File: src/rtl/acc_act_writeback_if.sv
`default_nettype none
// ============================================================================
//  Module      : acc_act_writeback_if
//  Description : Bus bundle for the activation/writeback stage. It carries the
//                fp16 sample stream (ready/valid), the LUT SRAM read port and
//                the output SRAM write port.
//                  master : the writeback stage
//                  slave  : the surrounding datapath and SRAM models
//  Ports       : din_valid/din_ready/din       sample stream
//                lut_rd_en/lut_rd_addr/lut_rd_data  LUT SRAM read port
//                ofm_wr_en/ofm_wr_addr/ofm_wr_data  output SRAM write port
//  Revision    : 1.0 - initial release
// ============================================================================
interface acc_act_writeback_if #(
    parameter int ADDR_W = 13,
    parameter int LUT_AW = 12
);
    logic              din_valid;
    logic              din_ready;
    logic [15:0]       din;
    logic              lut_rd_en;
    logic [LUT_AW-1:0] lut_rd_addr;
    logic [31:0]       lut_rd_data;
    logic              ofm_wr_en;
    logic [ADDR_W-1:0] ofm_wr_addr;
    logic [31:0]       ofm_wr_data;

    modport master (
        input  din_valid, din, lut_rd_data,
        output din_ready, lut_rd_en, lut_rd_addr, ofm_wr_en, ofm_wr_addr, ofm_wr_data
    );

    modport slave (
        output din_valid, din, lut_rd_data,
        input  din_ready, lut_rd_en, lut_rd_addr, ofm_wr_en, ofm_wr_addr, ofm_wr_data
    );
endinterface
`default_nettype wire

File: src/rtl/acc_act_writeback.sv
`default_nettype none
// ============================================================================
//  Module      : acc_act_writeback
//  Description : Post-processing / writeback stage. Collects fp16 samples into
//                LANES-wide batches, applies bypass, ReLU or LUT activation
//                (one time-shared LUT read port), and writes the results
//                sequentially into the output SRAM starting at OUT_BASE.
//                Optional build macro ACT_PACK2_EN packs two 16-bit results
//                per 32-bit output word (LANES must then be even).
//  Ports       : clk, rst       clock, asynchronous active-high reset
//                start          frame start pulse (honoured in IDLE only)
//                frame_len      samples per frame, sampled on start
//                act_mode       0 bypass, 1 ReLU, 2 LUT, 3 bypass
//                busy, done     status: not idle / end-of-frame pulse
//                bus            stream, LUT and output SRAM ports (master)
//  Revision    : 1.0 - initial release
// ============================================================================
module acc_act_writeback #(
    parameter int LANES    = 4,
    parameter int ADDR_W   = 13,
    parameter int LUT_AW   = 12,
    parameter int OUT_BASE = 0
) (
    input  wire                 clk,
    input  wire                 rst,
    input  wire                 start,
    input  wire  [ADDR_W:0]     frame_len,
    input  wire  [1:0]          act_mode,
    output logic                busy,
    output logic                done,
    acc_act_writeback_if.master bus
);

    localparam int c_cnt_w = $clog2(LANES + 1);

    localparam logic [2:0] c_st_idle    = 3'd0;
    localparam logic [2:0] c_st_collect = 3'd1;
    localparam logic [2:0] c_st_lookup  = 3'd2;
    localparam logic [2:0] c_st_write   = 3'd3;
    localparam logic [2:0] c_st_fin     = 3'd4;

    localparam logic [ADDR_W-1:0]  c_base      = OUT_BASE[ADDR_W-1:0];
    localparam logic [ADDR_W:0]    c_rem_one   = 1;
    localparam logic [c_cnt_w-1:0] c_one_cnt   = 1;
    localparam logic [c_cnt_w-1:0] c_last_lane = c_cnt_w'(LANES - 1);

`ifdef ACT_PACK2_EN
    generate
        if ((LANES % 2) != 0) begin : g_lanes_odd
            $error("acc_act_writeback: ACT_PACK2_EN requires an even LANES");
        end
    endgenerate
    localparam logic [c_cnt_w-1:0] c_step = 2;
`else
    localparam logic [c_cnt_w-1:0] c_step = 1;
`endif

    logic [2:0]         r_state;
    logic [1:0]         r_mode;
    logic [ADDR_W:0]    r_remaining;
    logic [c_cnt_w-1:0] r_lane_cnt;
    logic [c_cnt_w-1:0] r_n_valid;
    logic [c_cnt_w-1:0] r_idx;       // LUT issue index in LOOKUP, word index in WRITE
    logic [ADDR_W-1:0]  r_wr_addr;
    logic [15:0]        r_slot [LANES];

    logic [15:0]        w_slot_cur;
    logic               w_prv_neg;
    logic               w_last_word;

    // ReLU only; LUT results already overwrite their slots during LOOKUP.
    function automatic logic [15:0] act_fn(input logic [1:0] mode, input logic [15:0] v);
        act_fn = (mode == 2'd1 && v[15]) ? 16'h0000 : v;
    endfunction

    // Slot selection. The previous slot's sign picks the half of the LUT word
    // that returns one cycle after that slot's read was issued.
    always_comb begin
        w_slot_cur = '0;
        w_prv_neg  = 1'b0;
        for (int i = 0; i < LANES; i++) begin
            if (c_cnt_w'(i) == r_idx)
                w_slot_cur = r_slot[i];
            if (c_cnt_w'(i) + c_one_cnt == r_idx)
                w_prv_neg = r_slot[i][15];
        end
    end

`ifdef ACT_PACK2_EN
    logic [15:0] w_slot_nxt;
    logic        w_pair;

    always_comb begin
        w_slot_nxt = '0;
        for (int i = 0; i < LANES; i++) begin
            if (c_cnt_w'(i) == r_idx + c_one_cnt)
                w_slot_nxt = r_slot[i];
        end
    end

    assign w_pair = (r_idx + c_one_cnt) < r_n_valid;
`endif

    assign w_last_word = (r_idx + c_step) >= r_n_valid;

    // Outputs are decoded from state so an asynchronous reset clears them at once.
    assign bus.din_ready   = (r_state == c_st_collect);
    assign bus.lut_rd_en   = (r_state == c_st_lookup) && (r_idx != r_n_valid);
    assign bus.lut_rd_addr = bus.lut_rd_en ? w_slot_cur[14 -: LUT_AW] : '0;
    assign bus.ofm_wr_en   = (r_state == c_st_write);
    assign bus.ofm_wr_addr = bus.ofm_wr_en ? r_wr_addr : '0;
    assign busy            = (r_state != c_st_idle);
    assign done            = (r_state == c_st_fin);

    always_comb begin
        bus.ofm_wr_data = '0;
        if (bus.ofm_wr_en) begin
`ifdef ACT_PACK2_EN
            if (w_pair)
                bus.ofm_wr_data = {act_fn(r_mode, w_slot_nxt), act_fn(r_mode, w_slot_cur)};
            else
                bus.ofm_wr_data = {16'h0000, act_fn(r_mode, w_slot_cur)};
`else
            bus.ofm_wr_data = {16'h0000, act_fn(r_mode, w_slot_cur)};
`endif
        end
    end

    always_ff @(posedge clk or posedge rst) begin
        if (rst) begin
            r_state     <= c_st_idle;
            r_mode      <= '0;
            r_remaining <= '0;
            r_lane_cnt  <= '0;
            r_n_valid   <= '0;
            r_idx       <= '0;
            r_wr_addr   <= c_base;
            for (int i = 0; i < LANES; i++)
                r_slot[i] <= '0;
        end else begin
            case (r_state)
                c_st_idle: begin
                    if (start) begin
                        r_mode     <= act_mode;
                        r_lane_cnt <= '0;
                        r_idx      <= '0;
                        if (frame_len != '0) begin
                            r_remaining <= frame_len;
                            r_wr_addr   <= c_base;
                            r_state     <= c_st_collect;
                        end else begin
                            r_state <= c_st_fin;
                        end
                    end
                end

                c_st_collect: begin
                    if (bus.din_valid) begin
                        for (int i = 0; i < LANES; i++)
                            if (c_cnt_w'(i) == r_lane_cnt)
                                r_slot[i] <= bus.din;
                        r_lane_cnt  <= r_lane_cnt + c_one_cnt;
                        r_remaining <= r_remaining - 1'b1;
                        // Batch closes on the accepting edge: full, or frame exhausted.
                        if (r_lane_cnt == c_last_lane || r_remaining == c_rem_one) begin
                            r_n_valid <= r_lane_cnt + c_one_cnt;
                            r_idx     <= '0;
                            r_state   <= (r_mode == 2'd2) ? c_st_lookup : c_st_write;
                        end
                    end
                end

                c_st_lookup: begin
                    // Data for read idx-1 is on the bus now; it replaces that slot.
                    if (r_idx != '0) begin
                        for (int i = 0; i < LANES; i++)
                            if (c_cnt_w'(i) + c_one_cnt == r_idx)
                                r_slot[i] <= w_prv_neg ? bus.lut_rd_data[31:16]
                                                       : bus.lut_rd_data[15:0];
                    end
                    if (r_idx == r_n_valid) begin
                        r_idx   <= '0;
                        r_state <= c_st_write;
                    end else begin
                        r_idx <= r_idx + c_one_cnt;
                    end
                end

                c_st_write: begin
                    r_wr_addr <= r_wr_addr + 1'b1;
                    if (w_last_word) begin
                        r_idx      <= '0;
                        r_lane_cnt <= '0;
                        r_state    <= (r_remaining != '0) ? c_st_collect : c_st_fin;
                    end else begin
                        r_idx <= r_idx + c_step;
                    end
                end

                c_st_fin: r_state <= c_st_idle;

                default: r_state <= c_st_idle;
            endcase
        end
    end

endmodule
`default_nettype wire

File: src/flat_wrapper.sv
// flat-port wrapper written by rule: the top's interface ports become plain ports
module acc_act_writeback_flat 
#(
    parameter int LANES    = 4,
    parameter int ADDR_W   = 13,
    parameter int LUT_AW   = 12,
    parameter int OUT_BASE = 0
)
  (clk, rst, start, frame_len, act_mode, busy, done, bus_din_valid, bus_din, bus_lut_rd_data, bus_din_ready, bus_lut_rd_en, bus_lut_rd_addr, bus_ofm_wr_en, bus_ofm_wr_addr, bus_ofm_wr_data);
  acc_act_writeback_if #(.ADDR_W(ADDR_W), .LUT_AW(LUT_AW)) bus_i ();
  input  wire clk;
  input  wire rst;
  input  wire start;
  input  wire  [ADDR_W:0] frame_len;
  input  wire  [1:0] act_mode;
  output logic busy;
  output logic done;
  input wire logic [$bits(bus_i.din_valid)-1:0] bus_din_valid;
  input wire logic [$bits(bus_i.din)-1:0] bus_din;
  input wire logic [$bits(bus_i.lut_rd_data)-1:0] bus_lut_rd_data;
  output wire logic [$bits(bus_i.din_ready)-1:0] bus_din_ready;
  output wire logic [$bits(bus_i.lut_rd_en)-1:0] bus_lut_rd_en;
  output wire logic [$bits(bus_i.lut_rd_addr)-1:0] bus_lut_rd_addr;
  output wire logic [$bits(bus_i.ofm_wr_en)-1:0] bus_ofm_wr_en;
  output wire logic [$bits(bus_i.ofm_wr_addr)-1:0] bus_ofm_wr_addr;
  output wire logic [$bits(bus_i.ofm_wr_data)-1:0] bus_ofm_wr_data;
  assign bus_i.din_valid = bus_din_valid;
  assign bus_i.din = bus_din;
  assign bus_i.lut_rd_data = bus_lut_rd_data;
  assign bus_din_ready = bus_i.din_ready;
  assign bus_lut_rd_en = bus_i.lut_rd_en;
  assign bus_lut_rd_addr = bus_i.lut_rd_addr;
  assign bus_ofm_wr_en = bus_i.ofm_wr_en;
  assign bus_ofm_wr_addr = bus_i.ofm_wr_addr;
  assign bus_ofm_wr_data = bus_i.ofm_wr_data;
  acc_act_writeback #(.LANES(LANES), .ADDR_W(ADDR_W), .LUT_AW(LUT_AW), .OUT_BASE(OUT_BASE)) u_core (.clk(clk), .rst(rst), .start(start), .frame_len(frame_len), .act_mode(act_mode), .busy(busy), .done(done), .bus(bus_i));
endmodule
File: config.mk
export PLATFORM = sky130hd
export DESIGN_NAME = acc_act_writeback_flat
export DESIGN_NICKNAME = d
export VERILOG_FILES = /design/src/rtl/acc_act_writeback_if.sv /design/src/rtl/acc_act_writeback.sv /design/src/flat_wrapper.sv
export SDC_FILE = /design/constraint.sdc
export NUM_CORES = 1
export LEC_CHECK = 0
export ABC_AREA = 1
export BUFFER_PORTS_ARGS = -buffer_cell sky130_fd_sc_hd__buf_2
export CAP_MARGIN = 10
export CORE_MARGIN = 5
export CORE_UTILIZATION = 30
export CTS_CLUSTER_DIAMETER = 200
export DETAILED_ROUTE_END_ITERATION = 8
export SYNTH_ARGS = -nofsm -noshare
export SYNTH_HDL_FRONTEND = slang
export SYNTH_SLANG_ARGS = --single-unit
File: constraint.sdc
create_clock -name clk -period 3.9 [get_ports clk]
set_clock_uncertainty 0.15 [all_clocks]
set_input_delay 0.78 -clock clk [delete_from_list [all_inputs] [get_ports clk]]
set_output_delay 0.78 -clock clk [all_outputs]
set_load 0.01 [all_outputs]
==> metrics.csv, run 1 <==
stage,metric,value,unit
clocking,clk_pin_slew,0.07,ns
route,drt.antenna.violating_nets,0,
route,wl_met3,1270,microns
min_path,worstHoldPathType,flop to flop,
route,top_layer_used,met5,
clocking,cts_tree,done,
sta,worstMarginPinSlew,0.720,ns
sta,rsz0062_at_grt,no,
logic_synthesis,async_flop_share,100,%
worst_setup_path,r2r_start,u_core.r_state[2],
sta,final.min_clock_period,3.44,ns
pwr,leakage,3.94,nW
worst_setup_path,worstPathArrival,2.51,ns
layout,final_area,7710,sq um
logic_synthesis,synth_ff_type,dfrtp_1,
global_route,grt_pass1_vias,6229,
global_route,grt_use_total,15.6,%
worst_setup_path,worst_ep_required_time,2.97,ns
layout,n_fill_cell,2375,
route,drt_iter0_drc,568,
clocking,holdBufCountCts,0,
logic_synthesis,synth_seq_cells,105,
layout,synthToLayoutAreaGrowth,15.4,%
worst_setup_path,crit_start,u_core.r_idx[0],
global_route,grt_pass1_wl,33100,microns
logic_synthesis,synth.cell_area,6680,sq um
sta,setup_viol,0,
pwr,power,0.00575,W
layout,layout.nets,1123,
floorplanning,core_area,21900,sq um
route,wl_met2,8750,microns
clocking,cts_buffers,9,
sta,hold_viol,0,
placed_design,place_hpwl,14300,microns
logic_synthesis,ys_types,39,
status,status,finished clean,
floorplanning,die-area,25400,sq um
route,drt_wl_total,19900,microns
logic_synthesis,synth_edf_count,0,
route,wirelength_met1,9610,microns
placed_design,place.gp.congestion,0.839,
floorplanning,ioPinCount,130,
layout,multi_input_area,3520,sq um
sta,drv_slew,0,
sta,slew_headroom,52.0,%
global_route,antenna_found_initial,1,
placed_design,place_area,7420,sq um
clocking,htreeDepth,3,
clocking,cts_max_path_buffers,2,
logic_synthesis,yosys_warnings,0,
route,firstDrtPassIters,6,
route,routed_via_density,4.86,
sta,setup_tns,0,ns
logic_synthesis,yosys-top-cells-area,"dfrtp_1, nand2_1, nand3_1, nor2_1, o21ai_0",
run,cap_violations,0,
route,drc,0,
floorplanning,initial_core_util,30.5,%
worst_setup_path,crit_path_start_kind,flop,
global_route,grt_max_degree,54,
route,wl_per_cell,15.0,microns
sta,hold_slack,0.326,ns
logic_synthesis,yosysTopAreaCell,dfrtp_1,
route,vias,6429,
worst_setup_path,crit_fanout,17,
logic_synthesis,yosysTopAreaCellShare,39.3,%
layout,final-seq-area,2630,sq um
worst_setup_path,critical_path_class,flop to primary output,
logic_synthesis,synthCells,941,
logic_synthesis,synth_top_cells_by_count,"nand2_1, nand3_1, dfrtp_1, nor2_1, inv_1",
layout,drive_gt1_share,18.7,%
pwr,p_per_area,745,nW/um^2
clocking,root_buffer,clkbuf_16,
logic_synthesis,synth.most_common_cell,nand2_1,
layout,antenna_cells,0,
clocking,cts_sinks,105,
floorplanning,fp.dieH,159,microns
placed_design,portBuffers,113,
floorplanning,row_count,54,
sta,period_share,88.1,%
min_path,min-delay-start,u_core.r_slot[29],
global_route,grt_overflow,0,
logic_synthesis,ys_seq_area_share,39.3,%
clocking,ctsResizeCount,0,
clocking,cts_setup_buffers,0,
layout,fin_util,35.2,%
worst_setup_path,endpoint_kind,primary output,
floorplanning,die_width,159,microns
sta,fmax,0.291,GHz
pwr,ir_drop,0.316,mV
logic_synthesis,avgSynthCellArea,7.10,sq um
clocking,insertion_delay,0.36,ns
worst_setup_path,r2r_slack,1.13,ns
## worst max-delay path, cell delays in order, from the launching register on
cell	delay (ns)
dfrtp_1	0.44
inv_1	0.11
ha_1	0.20
inv_1	0.08
nor2_4	0.33
nand3_1	0.12
nand3_1	0.09
nand3_1	0.07
nand2_1	0.10
nand2_1	0.05
nand2_1	0.06
buf_4	0.25
nor2_1	0.09
buf_2	0.15
## cell usage in the layout (no fill, tap or decap), types with 16 or more instances in the layout
| cell | count |
|---|---|
| o21ai_0 | 49 |
| or2_2 | 17 |
| inv_1 | 59 |
| nand2_1 | 295 |
| nor2_1 | 86 |
| dfrtp_1 | 105 |
| conb_1 | 16 |
| nand3_1 | 155 |
| ha_1 | 16 |
| a21oi_1 | 20 |
| buf_2 | 113 |
## metal layers
layer / track usage [%] / vias to the layer above
met3: 3.39 / 21
met4: 2.83 / 2
met5: 0 / -
li1: - / 3214
met2: 25.0 / 222
met1: 22.0 / 2970
## stage by stage
stage                     setup WS, ns  std cells
final                            0.464       1324
after global routing             0.272       1324
after CTS                        0.446       1324
after detailed placement         0.845       1308
after global placement           0.891       1308
after floorplan                  0.209        956
## worst paths after layout
path | endpoint | cells past startpoint
setup / recovery | bus_ofm_wr_data[14] | 13
setup reg to reg | u_core.r_slot[34] | 7
min in group asynchronous | u_core.r_slot[19] | 2
hold reg to reg | u_core.r_slot[29] | 2
hold / removal | u_core.r_slot[29] | 2
max in group asynchronous | u_core.r_slot[44] | 3
## report_power, final
part / internal, W / switching, W
clock: 0.000462 / 0.000448
sequential: 0.00156 / 0.000304
combinational: 0.000953 / 0.00202
total: 0.00297 / 0.00277
## cells by family after synthesis
| family | after synthesis | share of synthesized area (%) |
|---|---|---|
| and+or+nand+nor | 591 | 39.5 |
| buffers and inverters | 122 | 8.78 |
| DFF | 105 | 39.3 |
| AOI/OAI and AO/OA | 93 | 7.56 |
| adders and majority gates | 16 | 3.00 |
| xor gates and xnor gates | 11 | 1.44 |
| muxes | 2 | 0.318 |
| other | 1 | 0.0561 |
## layout make-up
cell class                      count  area share, %
Multi-Input combinational cell    729           45.7
Sequential cell                   105           34.1
Tap cell                          280           4.54
Inverter                           72           3.54
Timing Repair Buffer              122           8.38
Clock buffer                       11           3.15
Clock inverter                      5          0.584
## sequential cells by signal, summed over array words and instances (netlist names)
name	flops
u_core.r_slot	64
u_core.r_remaining	14
u_core.r_wr_addr	13
u_core.r_idx	3
u_core.r_lane_cnt	3
u_core.r_n_valid	3
u_core.r_state	3
u_core.r_mode	2
No activity file was read; power rests on OpenSTA's default activity.
==> run 2, diff against run 1 <==
- CORE_ASPECT_RATIO: default -> 1.75
==> metrics.csv, run 2 (synthesized netlist as in run 1, its figures left out) <==
stage,metric,value,unit,change
status,status,finished clean,,
route,routed_via_density,4.76,,-1.9%
floorplanning,die_width,123,microns,-23%
placed_design,place.gp.congestion,0.827,,-1.4%
layout,drive_gt1_share,18.8,%,+0.078 points
layout,largest_register,u_core.r_slot,,
sta,fmax,0.279,GHz,-4.3%
floorplanning,ioPinCount,130,,unchanged
clocking,cts_setup_buffers,0,,unchanged
global_route,grt_overflow,0,,unchanged
floorplanning,fp.dieH,207,microns,+30%
sta,drv_slew,0,,unchanged
worst_setup_path,crit_path_start_kind,flop,,
layout,largest_register_ff_count,64,,unchanged
layout,largestRegisters,"u_core.r_slot x64, u_core.r_remaining x14, u_core.r_wr_addr x13",,
worst_setup_path,critical_path_class,flop to primary output,,
worst_setup_path,worst-path-buf-inv,3,,-1
worst_setup_path,worstPathArrival,2.66,ns,+0.15 ns
route,drt.antenna.violating_nets,0,,unchanged
global_route,grt_pass1_wl,32500,microns,-1.7%
clocking,root_buffer,clkbuf_16,,
global_route,grt_use_total,16.1,%,+0.51 points
clocking,cts_tree,done,,
clocking,clk_pin_slew,0.08,ns,about the same
sta,final.min_clock_period,3.59,ns,+0.154 ns
floorplanning,die-area,25500,sq um,+0.46%
floorplanning,initial_core_util,30.3,%,-0.25 points
min_path,worstHoldPathType,flop to flop,,
clocking,cts_sinks,105,,unchanged
route,vias,6393,,-0.56%
route,firstDrtPassIters,4,,-2
sta,setup_tns,0,ns,unchanged
global_route,grt_max_degree,61,,+13%
clocking,ctsResizeCount,0,,unchanged
route,drt_wl_total,20500,microns,+3.2%
run,cap_violations,0,,unchanged
floorplanning,row_count,72,,+33%
placed_design,dpl_worst_slack,0.651,ns,-0.194 ns
layout,layout.nets,1124,,+0.089%
route,drt_iter0_drc,411,,-28%
layout,mostFrequentLayoutCells,"nand2_1, nand3_1, buf_2",,
pwr,leakage,3.94,nW,+0.15%
layout,final_area,7740,sq um,+0.42%
worst_setup_path,slowest_delay,0.46,ns,+0.02 ns
worst_setup_path,endpoint_kind,primary output,,
layout,synthToLayoutAreaGrowth,15.8,%,
placed_design,place_area,7450,sq um,+0.37%
worst_setup_path,crit_family,simple AND/OR/NAND/NOR gates,,
sta,period_share,92.1,%,+4.0 points
sta,layout_setup_ws,0.310,ns,-0.154 ns
sta,rsz0062_at_grt,no,,
worst_setup_path,cpMaxStageDelayCell,nand2_1,,
clocking,holdBufCountCts,0,,unchanged
worst_setup_path,worst_ep_required_time,2.97,ns,about the same
sta,slew_headroom,56.7,%,+4.6 points
route,drc,0,,unchanged
pwr,ir_drop,0.301,mV,-4.8%
worst_setup_path,path_cells,inv_1 -> ha_1 -> inv_1 -> nor2_4 -> nand3_1 -> nand3_1 -> nand3_1 -> nand2_1 -> nand2_1 -> nand2_1 -> nor2_1 -> buf_2,,
placed_design,place_hpwl,15400,microns,+7.6%
sta,hold_viol,0,,unchanged
pwr,p_per_area,753,nW/um^2,+1.0%
global_route,antenna_found_initial,3,,+2
clocking,cts_buffers,9,,unchanged
sta,hold_slack,0.333,ns,+0.00643 ns
layout,final_common_cell,nand2_1,,
worst_setup_path,crit_fanout,17,,unchanged
floorplanning,core_area,22100,sq um,+0.82%
clocking,insertion_delay,0.36,ns,about the same
sta,worstMarginPinSlew,0.650,ns,-0.0694 ns
global_route,grt_pass1_vias,6270,,+0.66%
sta,setup_viol,0,,unchanged
clocking,cts_max_path_buffers,2,,unchanged
clocking,htreeDepth,3,,unchanged
placed_design,portBuffers,113,,unchanged
route,wl_per_cell,15.3,microns,+1.8%
run 2: cell count changes in the layout (fill, tap and decap cells not counted):
cell,before,now
diode_2,0,1
clkinv_8,0,1
clkbuf_8,1,0
clkinv_4,1,0
buf_4,8,9
inv_6,2,3
run 2: layout make-up:
class | count | area, sq um
Fill cell | 2413 | 14300
Multi-Input combinational cell | 729 | 3520
Sequential cell | 105 | 2630
Timing Repair Buffer | 123 | 653
Tap cell | 296 | 370
Inverter | 72 | 273
Clock buffer | 10 | 229
Clock inverter | 6 | 61.3
Antenna cell | 1 | 2.50
run 2: final timing paths:
check | start | depth (start not counted) | to | slack (ns)
hold / removal | u_core.r_slot[29] | 2 | u_core.r_slot[29] | 0.33
setup / recovery | u_core.r_idx[0] | 12 | bus_ofm_wr_data[13] | 0.31
max in group asynchronous | rst | 3 | u_core.r_slot[53] | 2.50
hold reg to reg | u_core.r_slot[29] | 2 | u_core.r_slot[29] | 0.33
min in group asynchronous | rst | 2 | u_core.r_wr_addr[11] | 0.35
setup reg to reg | u_core.r_idx[0] | 8 | u_core.r_slot[47] | 1.07
run 2: tightest hold or removal path: stages (launching register included):
cell	delay, ns
dfrtp_1	0.34
nand2_1	0.06
nand2_1	0.06
run 2: per-layer routing:
layer / global-route usage [%] / vias to the layer above / share of wire, %
met4: 5.72 / 4 / 2.4
met3: 3.35 / 38 / 6.1
li1: - / 3218 / -
met2: 28.8 / 177 / 51
met5: 0 / - / 0.12
met1: 18.7 / 2956 / 40
run 2: power by group:
| part | switching (W) | internal, W |
|---|---|---|
| Combinational | 0.00204 | 0.000968 |
| Sequential | 0.000339 | 0.00156 |
| Clock | 0.000471 | 0.000452 |
run 2: metrics by stage:
stage	total power, W	util [%]	instances
3_5_place_dp	0.00494	33.7	1325
6_report	0.00583	35.1	1342
5_1_grt	0.00636	35.1	1341
4_1_cts	0.00587	35.1	1341
3_3_place_gp	0.00490	33.7	1325
2_1_floorplan	0.00409	-	956
==> run 3, diff against run 2 <==
- REMOVE_ABC_BUFFERS: default -> 1
==> metrics.csv, run 3 (synthesized netlist as in run 1, its figures left out) <==
stage,metric,value,unit,change
status,status,finished clean,,
placed_design,place_hpwl,14700,microns,-4.3%
layout,fin_cells,1338,,-0.30%
worst_setup_path,worstPathArrival,2.63,ns,-0.03 ns
route,routed_via_density,4.79,,+0.58%
placed_design,portBuffers,113,,unchanged
clocking,cts_sinks,105,,unchanged
placed_design,dp.cells,1321,,-0.30%
layout,mostFrequentLayoutCells,"nand2_1, nand3_1, buf_2",,
sta,slew_headroom,50.6,%,-6.1 points
clocking,cts_buffers,9,,unchanged
worst_setup_path,crit_path_start_kind,flop,,
worst_setup_path,crit_fanout,22,,+5
worst_setup_path,crit_top_cell,nand2_1,,
layout,largest_register,u_core.r_slot,,
worst_setup_path,critical_path_class,flop to primary output,,
route,drt_iter0_drc,415,,+0.97%
route,vias,6411,,+0.28%
sta,worstMarginPinSlew,0.741,ns,+0.0904 ns
pwr,combPwrFrac,51.1,%,-0.6 points
global_route,grt_overflow,0,,unchanged
route,wl_met2,11000,microns,+5.3%
floorplanning,die-area,25500,sq um,unchanged
route,wl_per_cell,15.1,microns,-1.5%
sta,setup_viol,0,,unchanged
floorplanning,die_width,123,microns,unchanged
clocking,clk_pin_slew,0.07,ns,about the same
worst_setup_path,cpMaxStageDelayCell,dfrtp_1,,
pwr,intPower,0.00300,W,+0.88%
layout,drive_gt1_share,18.5,%,-0.22 points
pwr,switchingPower,0.00278,W,-2.6%
global_route,grt_use_total,16.1,%,about the same
layout,final_common_cell,nand2_1,,
worst_setup_path,path_cells,inv_2 -> ha_1 -> inv_1 -> nand3_1 -> nand2_1 -> nand2_1 -> nand2_1 -> buf_4 -> nor2_1 -> buf_2,,
route,top_layer_used,met4,,
pwr,pwr-share-seq,32.2,%,-0.3 points
clocking,cts_setup_buffers,0,,unchanged
min_path,worstHoldPathType,input port to async pin,,
sta,final.min_clock_period,3.56,ns,-0.0265 ns
route,drc,0,,unchanged
clocking,root_buffer,clkbuf_16,,
sta,rsz0062_at_grt,no,,
route,drt_wl_total,20100,microns,-1.8%
pwr,leakage,3.93,nW,-0.24%
clocking,ctsResizeCount,0,,unchanged
global_route,antenna_found_initial,1,,-2
route,drt.antenna.violating_nets,0,,unchanged
sta,fmax,0.281,GHz,+0.74%
floorplanning,core_area,22100,sq um,unchanged
sta,period_share,91.4,%,-0.68 points
sta,setup_tns,0,ns,unchanged
worst_setup_path,worst_ep_required_time,2.97,ns,about the same
floorplanning,fp.dieH,207,microns,unchanged
layout,layout.nets,1120,,-0.36%
route,wirelength_met1,7680,microns,-7.3%
floorplanning,ioPinCount,130,,unchanged
global_route,grt_max_degree,56,,-8.2%
worst_setup_path,endpoint_kind,primary output,,
pwr,switching_share,48.1,%,-0.87 points
worst_setup_path,worst-path-buf-inv,4,,+1
floorplanning,row_count,72,,unchanged
sta,drv_slew,0,,unchanged
layout,largestRegisters,"u_core.r_slot x64, u_core.r_remaining x14, u_core.r_wr_addr x13",,
pwr,power,0.00578,W,-0.81%
clocking,cts_tree,done,,
sta,hold_viol,0,,unchanged
clocking,htreeDepth,3,,unchanged
worst_setup_path,slowest_delay,0.58,ns,+0.12 ns
clocking,cts_max_path_buffers,2,,unchanged
global_route,grt_pass1_vias,6501,,+3.7%
clocking,holdBufCountCts,0,,unchanged
pwr,p_clk_share,16.8,%,+1.0 points
worst_setup_path,crit_family,buffers and inverters,,
clocking,insertion_delay,0.36,ns,about the same
floorplanning,initial_core_util,30.3,%,unchanged
pwr,p_per_area,748,nW/um^2,-0.70%
pwr,ir_drop,0.282,mV,-6.4%
route,firstDrtPassIters,5,,+1
layout,synthToLayoutAreaGrowth,15.7,%,
layout,largest_register_ff_count,64,,unchanged
placed_design,place.gp.congestion,0.819,,-0.94%
global_route,grt_pass1_wl,32600,microns,+0.36%
route,wl_met3,884,microns,-29%
run,cap_violations,0,,unchanged
[run 3: cell types whose count changed in the layout (fill, tap and decap cells not counted), sizes merged]
cell    delta
bufinv     +1
clkinv     +1
buf        -4
clkbuf     -1
inv        -1
[run 3: path summary, 6_finish.rpt]
check / from / end / slack [ns] / cells past startpoint
worst max-delay path: u_core.r_idx[2] / bus_ofm_wr_data[0] / 0.34 / 10
worst min-delay path: rst / u_core.r_slot[0] / 0.21 / 2
worst max register to register: u_core.r_idx[2] / u_core.r_slot[15] / 1.05 / 10
worst min register to register: u_core.r_n_valid[1] / u_core.r_n_valid[1] / 0.33 / 2
max in group asynchronous: rst / u_core.r_wr_addr[8] / 2.65 / 3
min in group clk: u_core.r_n_valid[1] / u_core.r_n_valid[1] / 0.33 / 2
[run 3: stage by stage]
stage          area [sq um]  hold WS [ns]  setup slack, ns  utilization (%)
3_3_place_gp           7420         0.307            0.755             33.6
4_1_cts                7730         0.214            0.304             35.0
5_1_grt                7730         0.228           0.0677             35.0
3_5_place_dp           7420         0.310            0.709             33.6
6_report               7730         0.215            0.336             35.0
2_1_floorplan          6420         0.292            0.209                -
[run 3: final cells by class]
cell class | instances | area (sq um)
multi-input combinational | 729 | 3520
clock buffer | 9 | 225
fill | 2410 | 14300
sequential | 105 | 2630
tap | 296 | 370
inverter | 72 | 273
timing repair buffer | 119 | 623
antenna | 1 | 2.50
clock inverter | 7 | 86.3
[run 3: routing by layer]
metal / vias to the layer above / GRT usage, %
met3: 30 / 2.34
met2: 173 / 30.3
met5: - / 0
met4: 0 / 5.92
met1: 3009 / 17.8
li1: 3199 / -
[run 3: power by group through the flow]
stage,Clock [W],Combinational (W),Sequential (W)
5_1_grt,0.00103,0.00336,0.00192
6_report,0.000968,0.00295,0.00186
4_1_cts,0.000993,0.00298,0.00186
3_3_place_gp,0,0.00293,0.00186
3_5_place_dp,0,0.00297,0.00187
2_1_floorplan,0,0.00213,0.00179
